--- src/rtl/pipe_adder.sv ---
// Pipelined ripple-carry adder/subtractor: stage k adds one WIDTH/STAGES-bit slice,
// and one global advance enable freezes the whole pipeline under backpressure.
module pipe_adder #(
  parameter int WIDTH  = 32,
  parameter int STAGES = 4
) (
  input  logic             clk_in,
  input  logic             rst_in,
  input  logic             valid_in,
  output logic             ready_out,
  input  logic [WIDTH-1:0] a_in,
  input  logic [WIDTH-1:0] b_in,
  input  logic             c_in,
  input  logic             sub_in,
  output logic [WIDTH-1:0] sum_out,
  output logic             carry_out,
  output logic             ovf_out,
  output logic             valid_out,
  input  logic             ready_in
);

  localparam int SLICE = WIDTH / STAGES;

  // Stage k registers: operands (B already inverted for subtract), sum with slices
  // 0..k final, carry out of slice k, and the valid bit.
  logic [WIDTH-1:0] a_q [STAGES];
  logic [WIDTH-1:0] b_q [STAGES];
  logic [WIDTH-1:0] s_q [STAGES];
  logic             c_q [STAGES];
  logic             v_q [STAGES];

  logic [WIDTH-1:0] a_i  [STAGES];
  logic [WIDTH-1:0] b_i  [STAGES];
  logic [WIDTH-1:0] s_i  [STAGES];
  logic             c_i  [STAGES];
  logic             v_i  [STAGES];
  logic [WIDTH-1:0] s_nx [STAGES];
  logic             c_nx [STAGES];
  logic [SLICE:0]   slice_sum;
  logic             adv;

  assign adv       = !(valid_out && !ready_in);
  assign ready_out = adv;

  always_comb begin
    // NOTE: every variable written here gets a value on every pass before it is read, so no latch is inferred.
    slice_sum = '0;
    a_i[0]    = a_in;
    b_i[0]    = sub_in ? ~b_in : b_in;
    s_i[0]    = '0;
    c_i[0]    = sub_in ? !c_in : c_in;
    v_i[0]    = valid_in;
    for (int k = 1; k < STAGES; k++) begin
      a_i[k] = a_q[k-1];
      b_i[k] = b_q[k-1];
      s_i[k] = s_q[k-1];
      c_i[k] = c_q[k-1];
      v_i[k] = v_q[k-1];
    end
    for (int k = 0; k < STAGES; k++) begin
      slice_sum = {1'b0, a_i[k][k*SLICE +: SLICE]}
                + {1'b0, b_i[k][k*SLICE +: SLICE]}
                + {{SLICE{1'b0}}, c_i[k]};
      s_nx[k]                  = s_i[k];
      s_nx[k][k*SLICE +: SLICE] = slice_sum[SLICE-1:0];
      c_nx[k]                  = slice_sum[SLICE];
    end
  end

  always_ff @(posedge clk_in) begin
    if (rst_in) begin
      // NOTE: the data registers are cleared as well, because the last stage drives the result outputs directly.
      for (int k = 0; k < STAGES; k++) begin
        a_q[k] <= '0;
        b_q[k] <= '0;
        s_q[k] <= '0;
        c_q[k] <= 1'b0;
        v_q[k] <= 1'b0;
      end
    end else if (adv) begin
      // NOTE: non-blocking updates make every stage take its predecessor's pre-edge value.
      for (int k = 0; k < STAGES; k++) begin
        a_q[k] <= a_i[k];
        b_q[k] <= b_i[k];
        s_q[k] <= s_nx[k];
        c_q[k] <= c_nx[k];
        v_q[k] <= v_i[k];
      end
    end
  end

  // Carry into the MSB is recovered from the MSB sum bit and the MSB operand bits.
  assign sum_out   = s_q[STAGES-1];
  assign carry_out = c_q[STAGES-1];
  assign valid_out = v_q[STAGES-1];
  assign ovf_out   = c_q[STAGES-1] ^ a_q[STAGES-1][WIDTH-1] ^ b_q[STAGES-1][WIDTH-1]
                   ^ s_q[STAGES-1][WIDTH-1];

endmodule
--- config.mk ---
export PLATFORM = sky130hd
export DESIGN_NAME = pipe_adder
export DESIGN_NICKNAME = d
export VERILOG_FILES = /design/src/rtl/pipe_adder.sv
export SDC_FILE = /design/constraint.sdc
export NUM_CORES = 1
export LEC_CHECK = 0
export ABC_AREA = 0
export CAP_MARGIN = 20
export CORE_MARGIN = 5
export CORE_UTILIZATION = 35
export CTS_BUF_LIST = sky130_fd_sc_hd__clkbuf_8
export DETAILED_ROUTE_END_ITERATION = 6
export HOLD_SLACK_MARGIN = 0.08
export SLEW_MARGIN = 20
export SYNTH_ARGS = -nofsm -noshare
export SYNTH_HDL_FRONTEND = slang
export SYNTH_SLANG_ARGS = --single-unit
--- constraint.sdc ---
create_clock -name clk_in -period 9.1 [get_ports clk_in]
set_clock_uncertainty 0.1 [all_clocks]
set_input_delay 1.82 -clock clk_in [delete_from_list [all_inputs] [get_ports clk_in]]
set_output_delay 1.82 -clock clk_in [all_outputs]
set_load 0.02 [all_outputs]
==> metrics.txt, run 1 <==
# TYPE chip_impl_metric gauge
chip_impl_info{name="status",value="finished clean"} 1
chip_impl_metric{name="multiInputGateArea",unit="um^2"} 2708
chip_impl_metric{name="layout-drive-gt1-share",unit="%"} 5.746
chip_impl_info{name="timing.critical_path.max_delay_family",value="buffers and inverters"} 1
chip_impl_metric{name="drv_slew",unit=""} 0
chip_impl_metric{name="finalPower",unit="mW"} 1.801
chip_impl_metric{name="htreeDepth",unit=""} 4
chip_impl_metric{name="core_region_area",unit="um^2"} 23610
chip_impl_metric{name="power.sequential.fraction",unit="%"} 56.9
chip_impl_metric{name="syn_inst",unit=""} 614
chip_impl_metric{name="final_min_period_over_clock_period",unit="%"} 54.96
chip_impl_metric{name="floorplan_die_width",unit="um"} 165.3
chip_impl_metric{name="critical_path.n_buffers_inverters",unit=""} 3
chip_impl_metric{name="gp_congestion",unit=""} 0.8075
chip_impl_metric{name="cts_repair_resize_count",unit=""} 0
chip_impl_metric{name="netlist-cell-type-count",unit=""} 32
chip_impl_metric{name="syn2layout_area_growth",unit="%"} 21.44
chip_impl_metric{name="drt-vias-per-instance",unit=""} 4.549
chip_impl_metric{name="ports",unit=""} 106
chip_impl_metric{name="cts.repair_timing.setup_buffer_count",unit=""} 0
chip_impl_metric{name="critical_path_required",unit="ns"} 7.18
chip_impl_metric{name="total_number_of_vias",unit=""} 4776
chip_impl_metric{name="globalRouteTotalUtil",unit="%"} 10.63
chip_impl_metric{name="dpl.hpwl",unit="mm"} 9.114
chip_impl_metric{name="nets",unit=""} 824
chip_impl_info{name="critical_path.slowest_cell",value="sky130_fd_sc_hd__clkdlybuf4s50_1"} 1
chip_impl_metric{name="numClockSinks",unit=""} 186
chip_impl_metric{name="p_int",unit="mW"} 1.372
chip_impl_metric{name="cell_rows",unit=""} 56
chip_impl_metric{name="routed_wl",unit="mm"} 13.97
chip_impl_metric{name="max_slew.worst_pin.slew",unit="ns"} 0.9807
chip_impl_metric{name="hold_buffers",unit=""} 0
chip_impl_metric{name="clock_power_share",unit="%"} 31.5
chip_impl_metric{name="clock.fmax",unit="GHz"} 0.1999
chip_impl_metric{name="synth-seq-area-share",unit="%"} 66.13
chip_impl_metric{name="cpPeakStageDelay",unit="ns"} 0.54
chip_impl_metric{name="largest_fanout_on_the_critical_path",unit=""} 4
chip_impl_metric{name="netlist_area",unit="um^2"} 8446
chip_impl_metric{name="clkLatencyLatePin",unit="ns"} 0.45
chip_impl_info{name="postSynth.topFlopCell",value="sky130_fd_sc_hd__edfxtp_1"} 1
chip_impl_metric{name="async_flop_share",unit="%"} 0
chip_impl_metric{name="number_of_design_rule_violations_left_after_detail_routing",unit=""} 0
chip_impl_metric{name="timing.max_cap.violations",unit=""} 0
chip_impl_metric{name="postRouteAntennaNets",unit=""} 0
chip_impl_metric{name="first_pass_grt_wire_length",unit="mm"} 23.00
chip_impl_metric{name="largest_net_degree_at_the_start_of_global_routing",unit=""} 89
chip_impl_info{name="cpMostUsedCell",value="sky130_fd_sc_hd__clkdlybuf4s50_1"} 1
chip_impl_info{name="critical_path_type",value="in2out"} 1
chip_impl_metric{name="total_leakage_power",unit="nW"} 4.028
chip_impl_metric{name="tns",unit="ns"} 0
chip_impl_info{name="leading_cell_type_by_number_of_instances_after_synthesis",value="sky130_fd_sc_hd__edfxtp_1"} 1
chip_impl_info{name="root_buffer",value="sky130_fd_sc_hd__clkbuf_8"} 1
chip_impl_metric{name="power_density_over_the_cells",unit="nW/um^2"} 175.6
chip_impl_metric{name="die_area",unit="um^2"} 27340
chip_impl_info{name="timing.critical_path.to_type",value="output port"} 1
chip_impl_info{name="hold_path_class",value="reg2reg"} 1
chip_impl_metric{name="number_of_hold_violations_in_the_final_report",unit=""} 0
chip_impl_info{name="cts_tree",value="built"} 1
chip_impl_metric{name="syn-mean-instance-area",unit="um^2"} 13.76
chip_impl_metric{name="worst-endpoint-arrival",unit="ns"} 3.08
chip_impl_metric{name="cts.path.max_buffers",unit=""} 2
chip_impl_info{name="ranking_of_synthesized_cells_by_instance_count",value="sky130_fd_sc_hd__edfxtp_1 (186), sky130_fd_sc_hd__and2_1 (131), sky130_fd_sc_hd__nor2_1 (45)"} 1
chip_impl_metric{name="grt.overflow.total",unit=""} 0
chip_impl_info{name="rsz0062_at_grt",value="false"} 1
chip_impl_metric{name="io_buffers",unit=""} 105
chip_impl_metric{name="cts_buffers",unit=""} 17
chip_impl_info{name="synth_top_area_cell",value="sky130_fd_sc_hd__edfxtp_1"} 1
chip_impl_metric{name="initial_antenna_violation_count",unit=""} 1
chip_impl_metric{name="area.sequential",unit="um^2"} 5585
chip_impl_metric{name="max-slew-margin-rel",unit="%"} 34.62
chip_impl_metric{name="filler_cell_count",unit=""} 2172
chip_impl_metric{name="synth-warning-count",unit=""} 0
chip_impl_metric{name="wl_per_cell",unit="um"} 13.31
chip_impl_metric{name="synth-seq-cells",unit=""} 186
chip_impl_info{name="crit_path_cell_trace",value="clkdlybuf4s50_1 > nor2b_4 > inv_1 > clkdlybuf4s50_1"} 1
chip_impl_metric{name="vias_in_the_first_global_route",unit=""} 4877
chip_impl_metric{name="synth_fp_nets",unit=""} 720
chip_impl_metric{name="initialDrtViolationCount",unit=""} 350
chip_impl_metric{name="switchingPower",unit="mW"} 0.4297
chip_impl_metric{name="dieHeight",unit="um"} 165.3
chip_impl_metric{name="initial_utilization",unit="%"} 35.77
chip_impl_metric{name="report.final.setup_viol",unit=""} 0
chip_impl_info{name="cp-start-kind",value="input port"} 1
chip_impl_metric{name="antennaDiodeCount",unit=""} 0
chip_impl_metric{name="detail_route.first_pass.iterations",unit=""} 4
chip_impl_metric{name="worst_setup_hold_path_clk_slew",unit="ns"} 0.09
chip_impl_metric{name="fin_crit",unit="ns"} 5.002
chip_impl_metric{name="synth_enable_flop_cells",unit=""} 186
chip_impl_metric{name="vdd_drop_max",unit="mV"} 0.08325
chip_impl_metric{name="synth_top_cell_area_share",unit="%"} 66.13
chip_impl_metric{name="power_switching_share",unit="%"} 23.85
chip_impl_metric{name="comb_power_share",unit="%"} 11.6
chip_impl_info{name="netlist_top_cells_area",value="sky130_fd_sc_hd__edfxtp_1 (66%), sky130_fd_sc_hd__and2_1 (9.7%), sky130_fd_sc_hd__ha_1 (4.1%)"} 1
## layout by cell type, fill, tap and decap left out, types with 16 or more instances in the layout
master                            Yosys  layout
sky130_fd_sc_hd__nor2_1              45      45
sky130_fd_sc_hd__clkbuf_8             0      17
sky130_fd_sc_hd__o21ai_0             27      27
sky130_fd_sc_hd__inv_1               16      16
sky130_fd_sc_hd__edfxtp_1           186     186
sky130_fd_sc_hd__ha_1                28      28
sky130_fd_sc_hd__and2_1             131     131
sky130_fd_sc_hd__xnor2_1             27      27
sky130_fd_sc_hd__clkdlybuf4s50_1      0     104
sky130_fd_sc_hd__nor3_1              19      19
## through the flow
stage               util [%]  instance area [um^2]  hold slack, ns  worst slack [ns]  std cells
floorplan                  -                  8446          0.3967             2.134        614
global placement       41.65                  9836          0.4016             4.119       1018
detailed placement     41.65                  9836          0.4025             4.095       1018
CTS                    43.42                 10250          0.4223             4.091       1050
global route           43.43                 10260          0.4367             4.040       1050
finish                 43.43                 10260          0.4170             4.098       1050
## path summary, 6_finish.rpt
| check | from | to | slack (ns) | cells after the start |
|---|---|---|---|---|
| worst max-delay path | ready_in | ready_out | 4.10 | 4 |
| worst min-delay path | b_q[0][29] | b_q[1][29] | 0.42 | 1 |
| worst max register to register | a_q[0][8] | c_q[1] | 6.60 | 6 |
| worst min register to register | b_q[0][29] | b_q[1][29] | 0.42 | 1 |
## sequential cells by signal, summed over array words and instances (netlist names)
signal  count
b_q        49
v_q         4
c_q         4
s_q        80
a_q        49
## cell families (layout without fill, tap and decap cells)
logic type      Yosys count  count (layout)  share of synthesized area, %
compound gates           78              78                         6.059
xor+xnor                 37              37                         3.837
fa+ha+maj                36              36                         6.044
buf+inv                  41             158                         1.956
flops                   186             186                         66.13
simple gates            236             236                         15.97
## power groups by stage
stage	Sequential (mW)	Clock, mW	Combinational [mW]
after floorplan	1.06	0	0.120
after global placement	1.05	0	0.204
after detailed placement	1.05	0	0.211
after CTS	1.03	0.587	0.212
after global routing	1.03	0.623	0.234
final	1.03	0.567	0.209
## layout make-up
cell class              instances  share of cell area [%]
clock buffers                  17                   2.281
clock inverters                15                   1.781
multi-input cells             387                   26.40
flip-flops and latches        186                   54.46
inverters                      16                  0.5856
well taps                     319                   3.892
repair buffers                110                   10.60
## metal layers
layer,track usage (%),vias to the layer above,routed length [um]
met5,0,-,13
met4,3.975,2,220
met3,3.326,18,713
met2,18.73,100,7243
met1,12.10,2256,5782
li1,-,2400,-
Note: power is estimated with default switching activity, not from simulation.
==> inputs of run 2 (changes only) <==
- clock period: 9.1 -> 4.2 ns (I/O delays scaled with it)
==> metrics.txt, run 2 (same netlist as run 1, synthesis figures left out) <==
# TYPE chip_impl_metric gauge
chip_impl_metric{name="ports",unit=""} 106
chip_impl_metric{name="grt.overflow.total",unit=""} 0
chip_impl_metric{name="floorplan_die_width",unit="um"} 165.3
chip_impl_metric{name="power_density_over_the_cells",unit="nW/um^2"} 374.7
chip_impl_metric{name="multiInputGateArea",unit="um^2"} 2708
chip_impl_metric{name="cts.repair_timing.setup_buffer_count",unit=""} 0
chip_impl_metric{name="globalRouteTotalUtil",unit="%"} 10.68
chip_impl_metric{name="die_area",unit="um^2"} 27340
chip_impl_metric{name="detail_route.first_pass.iterations",unit=""} 7
chip_impl_metric{name="finish.cell_count_without_fillers",unit=""} 1051
chip_impl_metric{name="numClockSinks",unit=""} 186
chip_impl_info{name="rsz0062_at_grt",value="false"} 1
chip_impl_info{name="cpMostUsedCell",value="sky130_fd_sc_hd__clkdlybuf4s50_1"} 1
chip_impl_metric{name="max_slew.worst_pin.slew",unit="ns"} 0.8982
chip_impl_metric{name="filler_cell_count",unit=""} 2145
chip_impl_metric{name="critical_path.n_buffers_inverters",unit=""} 3
chip_impl_metric{name="switchingPower",unit="mW"} 0.8960
chip_impl_metric{name="area.sequential",unit="um^2"} 5585
chip_impl_metric{name="max-slew-margin-rel",unit="%"} 40.12
chip_impl_metric{name="hold_buffers",unit=""} 0
chip_impl_metric{name="total_leakage_power",unit="nW"} 4.059
chip_impl_metric{name="vdd_drop_max",unit="mV"} 0.1636
chip_impl_metric{name="critical_path_required",unit="ns"} 3.26
chip_impl_metric{name="report.final.setup_viol",unit=""} 0
chip_impl_metric{name="total_number_of_vias",unit=""} 4791
chip_impl_metric{name="postRouteAntennaNets",unit=""} 0
chip_impl_info{name="root_buffer",value="sky130_fd_sc_hd__clkbuf_8"} 1
chip_impl_info{name="cts_tree",value="built"} 1
chip_impl_info{name="critical_path_type",value="in2out"} 1
chip_impl_metric{name="core_region_area",unit="um^2"} 23610
chip_impl_info{name="crit_path_cell_trace",value="clkdlybuf4s50_1 > nor2b_4 > inv_1 > clkdlybuf4s50_1"} 1
chip_impl_info{name="status",value="finished clean"} 1
chip_impl_metric{name="dpl.hpwl",unit="mm"} 9.353
chip_impl_metric{name="routed_wl",unit="mm"} 14.12
chip_impl_metric{name="power_switching_share",unit="%"} 23.25
chip_impl_metric{name="initial_antenna_violation_count",unit=""} 1
chip_impl_metric{name="htreeDepth",unit=""} 4
chip_impl_metric{name="number_of_design_rule_violations_left_after_detail_routing",unit=""} 0
chip_impl_metric{name="final_min_period_over_clock_period",unit="%"} 72.41
chip_impl_metric{name="vias_in_the_first_global_route",unit=""} 4931
chip_impl_metric{name="cpPeakStageDelay",unit="ns"} 0.53
chip_impl_metric{name="layout-drive-gt1-share",unit="%"} 5.601
chip_impl_metric{name="nets",unit=""} 826
chip_impl_metric{name="tns",unit="ns"} 0
chip_impl_metric{name="largest_register_ffs",unit=""} 80
chip_impl_metric{name="clock_power_share",unit="%"} 30.5
chip_impl_info{name="largestRegisters",value="s_q x80, a_q x49, b_q x49"} 1
chip_impl_metric{name="largest_fanout_on_the_critical_path",unit=""} 4
chip_impl_info{name="cp-start-kind",value="input port"} 1
chip_impl_metric{name="finalPower",unit="mW"} 3.853
chip_impl_info{name="hold_path_class",value="reg2reg"} 1
chip_impl_metric{name="clock.fmax",unit="GHz"} 0.3288
chip_impl_metric{name="comb_power_share",unit="%"} 11.9
chip_impl_metric{name="power.sequential.fraction",unit="%"} 57.7
chip_impl_info{name="top_register",value="s_q"} 1
chip_impl_metric{name="place_worst_setup_slack",unit="ns"} 0.8227
chip_impl_metric{name="clkLatencyLatePin",unit="ns"} 0.45
chip_impl_metric{name="worst-endpoint-arrival",unit="ns"} 2.10
chip_impl_metric{name="io_buffers",unit=""} 105
chip_impl_info{name="critical_path.slowest_cell",value="sky130_fd_sc_hd__clkdlybuf4s50_1"} 1
chip_impl_metric{name="number_of_hold_violations_in_the_final_report",unit=""} 0
chip_impl_metric{name="cts_repair_resize_count",unit=""} 0
chip_impl_metric{name="p_int",unit="mW"} 2.957
chip_impl_metric{name="cell_rows",unit=""} 56
chip_impl_metric{name="hold_ws",unit="ns"} 0.4157
chip_impl_metric{name="drt-vias-per-instance",unit=""} 4.559
chip_impl_metric{name="drv_slew",unit=""} 0
chip_impl_metric{name="fin_crit",unit="ns"} 3.041
chip_impl_info{name="final_common_cell",value="sky130_fd_sc_hd__edfxtp_1"} 1
chip_impl_metric{name="gp_congestion",unit=""} 0.8238
chip_impl_metric{name="place_inst",unit=""} 1020
chip_impl_metric{name="syn2layout_area_growth",unit="%"} 21.76
chip_impl_info{name="timing.critical_path.max_delay_family",value="buffers and inverters"} 1
chip_impl_metric{name="largest_net_degree_at_the_start_of_global_routing",unit=""} 75
chip_impl_info{name="mostFrequentLayoutCells",value="sky130_fd_sc_hd__edfxtp_1 (186), sky130_fd_sc_hd__and2_1 (131), sky130_fd_sc_hd__clkdlybuf4s50_1 (104)"} 1
chip_impl_metric{name="dieHeight",unit="um"} 165.3
chip_impl_metric{name="worst_setup_hold_path_clk_slew",unit="ns"} 0.10
chip_impl_metric{name="first_pass_grt_wire_length",unit="mm"} 22.94
chip_impl_metric{name="setup_ws",unit="ns"} 1.159
chip_impl_metric{name="timing.max_cap.violations",unit=""} 0
chip_impl_metric{name="cts.path.max_buffers",unit=""} 2
chip_impl_info{name="timing.critical_path.to_type",value="output port"} 1
chip_impl_metric{name="cts_buffers",unit=""} 17
chip_impl_metric{name="antennaDiodeCount",unit=""} 0
chip_impl_metric{name="wl_per_cell",unit="um"} 13.43
chip_impl_metric{name="initial_utilization",unit="%"} 35.77
chip_impl_metric{name="initialDrtViolationCount",unit=""} 341
run 2: changes by cell type in the layout (fill, tap and decap cells not counted), sizes merged:
| cell | previous run | this run |
|---|---|---|
| buf | 6 | 8 |
| clkinvlp | 2 | 0 |
| inv | 22 | 23 |
run 2: final cells by class:
cell class	count	area share [%]
tap	319	3.881
clock buffer	17	2.275
multi-input combinational	387	26.33
sequential	186	54.31
timing repair buffer	112	11.17
clock inverter	14	1.448
inverter	16	0.5840
run 2: worst reg2reg max path, delay by kind of cell, from the launching register on:
family / cells / cell delay, ns
AO/OA/AOI/OAI: 4 / 0.76
adder cells (fa/ha/maj): 2 / 0.95
flip-flops: 1 / 0.40
run 2: layer usage:
metal  track usage (%)  vias to the layer above  share of wire (%)
li1                  -                     2407                  -
met1             11.93                     2261                 41
met2             19.23                      102                 53
met3             3.053                       19                4.6
met4             4.162                        2                1.8
met5                 0                        -              0.092
run 2: metrics by stage:
step | utilization, % | instance area [um^2]
global placement | 41.93 | 9901
floorplan | - | 8448
detailed placement | 41.93 | 9901
global route | 43.55 | 10280
finish | 43.55 | 10280
CTS | 43.55 | 10280
run 2: final timing paths:
| kind | to | slack [ns] | startpoint | cells after the start |
|---|---|---|---|---|
| max | ready_out | 1.16 | ready_in | 4 |
| min | b_q[1][21] | 0.42 | b_q[0][21] | 1 |
| max reg2reg | c_q[1] | 1.75 | a_q[0][8] | 6 |
| min reg2reg | b_q[1][21] | 0.42 | b_q[0][21] | 1 |
run 2: power groups by stage:
stage                     combinational [mW]  sequential, mW  clock (mW)
after floorplan                        0.261            2.28           0
after global placement                 0.448            2.27           0
after detailed placement               0.461            2.27           0
after CTS                              0.464            2.23        1.22
after global routing                   0.512            2.24        1.30
final                                  0.458            2.22        1.17
==> inputs of run 3 (changes only) <==
- clock period: 4.2 -> 2.6 ns (I/O delays scaled with it)
==> metrics.txt, run 3 (same netlist as run 1, synthesis figures left out) <==
# TYPE chip_impl_metric gauge
chip_impl_info{name="status",value="finished clean"} 1
chip_impl_metric{name="ports",unit=""} 106
chip_impl_metric{name="largest_net_degree_at_the_start_of_global_routing",unit=""} 89
chip_impl_metric{name="worst_setup_hold_path_clk_slew",unit="ns"} 0.10
chip_impl_metric{name="clkLatencyLatePin",unit="ns"} 0.45
chip_impl_metric{name="layout-drive-gt1-share",unit="%"} 7.383
chip_impl_info{name="mostFrequentLayoutCells",value="sky130_fd_sc_hd__edfxtp_1 (186), sky130_fd_sc_hd__and2_1 (131), sky130_fd_sc_hd__clkdlybuf4s50_1 (104)"} 1
chip_impl_metric{name="filler_cell_count",unit=""} 2174
chip_impl_metric{name="total_number_of_vias",unit=""} 4875
chip_impl_metric{name="postRouteAntennaNets",unit=""} 0
chip_impl_metric{name="power_density_over_the_cells",unit="nW/um^2"} 607.9
chip_impl_metric{name="final_std_cell_area_no_fill",unit="um^2"} 10420
chip_impl_info{name="cpMostUsedCell",value="sky130_fd_sc_hd__fa_1"} 1
chip_impl_metric{name="gp_congestion",unit=""} 0.7866
chip_impl_metric{name="worst-endpoint-arrival",unit="ns"} 2.65
chip_impl_metric{name="vias_in_the_first_global_route",unit=""} 4925
chip_impl_metric{name="fin_crit",unit="ns"} 2.434
chip_impl_metric{name="core_region_area",unit="um^2"} 23610
chip_impl_info{name="top_register",value="s_q"} 1
chip_impl_metric{name="initial_antenna_violation_count",unit=""} 1
chip_impl_metric{name="vdd_drop_max",unit="mV"} 0.3140
chip_impl_metric{name="nets",unit=""} 838
chip_impl_info{name="timing.critical_path.to_type",value="flip-flop"} 1
chip_impl_metric{name="hold_buffers",unit=""} 0
chip_impl_info{name="final_common_cell",value="sky130_fd_sc_hd__edfxtp_1"} 1
chip_impl_metric{name="final_min_period_over_clock_period",unit="%"} 93.61
chip_impl_metric{name="largest_register_ffs",unit=""} 80
chip_impl_metric{name="timing.max_cap.violations",unit=""} 0
chip_impl_info{name="critical_path.slowest_cell",value="sky130_fd_sc_hd__fa_1"} 1
chip_impl_info{name="rsz0062_at_grt",value="false"} 1
chip_impl_metric{name="die_area",unit="um^2"} 27340
chip_impl_metric{name="initial_utilization",unit="%"} 35.77
chip_impl_info{name="cts_tree",value="built"} 1
chip_impl_info{name="crit_path_cell_trace",value="fa_1 > inv_1 > fa_1 > and2b_1 > o31a_1 > or4_1 > nand3_1"} 1
chip_impl_metric{name="number_of_hold_violations_in_the_final_report",unit=""} 0
chip_impl_metric{name="detail_route.first_pass.iterations",unit=""} 4
chip_impl_metric{name="drt-vias-per-instance",unit=""} 4.582
chip_impl_metric{name="first_pass_grt_wire_length",unit="mm"} 22.71
chip_impl_metric{name="cts.path.max_buffers",unit=""} 2
chip_impl_metric{name="largest_fanout_on_the_critical_path",unit=""} 4
chip_impl_metric{name="dieHeight",unit="um"} 165.3
chip_impl_metric{name="number_of_design_rule_violations_left_after_detail_routing",unit=""} 0
chip_impl_metric{name="report.final.setup_viol",unit=""} 0
chip_impl_metric{name="dpl.hpwl",unit="mm"} 9.393
chip_impl_metric{name="htreeDepth",unit=""} 4
chip_impl_metric{name="critical_path_required",unit="ns"} 2.81
chip_impl_metric{name="max-slew-margin-rel",unit="%"} 67.65
chip_impl_metric{name="drv_slew",unit=""} 0
chip_impl_metric{name="numClockSinks",unit=""} 186
chip_impl_metric{name="antennaDiodeCount",unit=""} 0
chip_impl_metric{name="cpPeakStageDelay",unit="ns"} 0.48
chip_impl_metric{name="max_slew.worst_pin.slew",unit="ns"} 0.4785
chip_impl_info{name="critical_path_type",value="reg2reg"} 1
chip_impl_metric{name="total_leakage_power",unit="nW"} 4.123
chip_impl_metric{name="cell_rows",unit=""} 56
chip_impl_metric{name="grt.overflow.total",unit=""} 0
chip_impl_metric{name="hold_ws",unit="ns"} 0.4132
chip_impl_metric{name="routed_wl",unit="mm"} 13.98
chip_impl_metric{name="initialDrtViolationCount",unit=""} 211
chip_impl_metric{name="cts_buffers",unit=""} 17
chip_impl_metric{name="wl_per_cell",unit="um"} 13.14
chip_impl_metric{name="syn2layout_area_growth",unit="%"} 23.35
chip_impl_metric{name="place_area",unit="um^2"} 10010
chip_impl_info{name="hold_path_class",value="reg2reg"} 1
chip_impl_info{name="cp-start-kind",value="flip-flop"} 1
chip_impl_metric{name="clock.fmax",unit="GHz"} 0.4109
chip_impl_metric{name="tns",unit="ns"} 0
chip_impl_metric{name="cts.repair_timing.setup_buffer_count",unit=""} 0
chip_impl_metric{name="floorplan_die_width",unit="um"} 165.3
chip_impl_metric{name="globalRouteTotalUtil",unit="%"} 10.53
chip_impl_info{name="root_buffer",value="sky130_fd_sc_hd__clkbuf_8"} 1
chip_impl_metric{name="io_buffers",unit=""} 105
chip_impl_info{name="largestRegisters",value="s_q x80, a_q x49, b_q x49"} 1
-- run 3: worst paths after layout --
| kind | startpoint | endpoint | slack [ns] | depth (start not counted) |
|---|---|---|---|---|
| setup / recovery | a_q[2][24] | s_q[3][30] | 0.17 | 7 |
| hold reg to reg | b_q[1][24] | b_q[2][24] | 0.41 | 1 |
| hold / removal | b_q[1][24] | b_q[2][24] | 0.41 | 1 |
| setup reg to reg | a_q[2][24] | s_q[3][30] | 0.17 | 7 |
-- run 3: repair_timing --
item                                    CTS  global route
endpoints found under the setup margin    0             1
gates resized for setup                   0             1
endpoints found under the hold margin     0             0
-- run 3: through the flow --
step	power, mW	util (%)	setup WS, ns	instances
after detailed placement	4.435	42.37	-0.3103	1032
after global routing	6.634	44.12	0.01881	1064
after global placement	4.411	42.37	-0.2664	1032
final	6.332	44.12	0.1662	1064
after CTS	6.428	44.10	0.09148	1064
after floorplan	4.113	-	-0.1282	614
-- run 3: where the power goes --
part	switching [mW]	internal (mW)
combinational	0.368	0.402
clock	1.02	0.954
sequential	0.0516	3.53
total	1.44	4.89
-- run 3: critical path: cells and delay by family, from the launching register on --
kind | cells | cell delay, ns
buf+inv | 1 | 0.09
compound gates | 1 | 0.29
simple gates | 3 | 0.77
fa+ha+maj | 2 | 0.65
flops | 1 | 0.40
-- run 3: metal layers --
metal	GRT usage, %	vias to the layer above	wire length, um	share of wire, %
li1	-	2430	-	-
met1	11.59	2337	5553	40
met2	19.17	87	7541	54
met3	2.954	19	690	4.9
met4	4.162	2	190	1.4
met5	0	-	7	0.050
-- run 3: final cells by class --
| class | instances | area (um^2) | share of cell area (%) |
|---|---|---|---|
| Clock buffer | 17 | 234.0 | 2.246 |
| Clock inverter | 15 | 172.7 | 1.657 |
| Inverter | 16 | 60.06 | 0.5765 |
| Multi-Input combinational cell | 387 | 2715 | 26.06 |
| Sequential cell | 186 | 5585 | 53.62 |
| Tap cell | 319 | 399.1 | 3.831 |
| Timing Repair Buffer | 124 | 1251 | 12.01 |
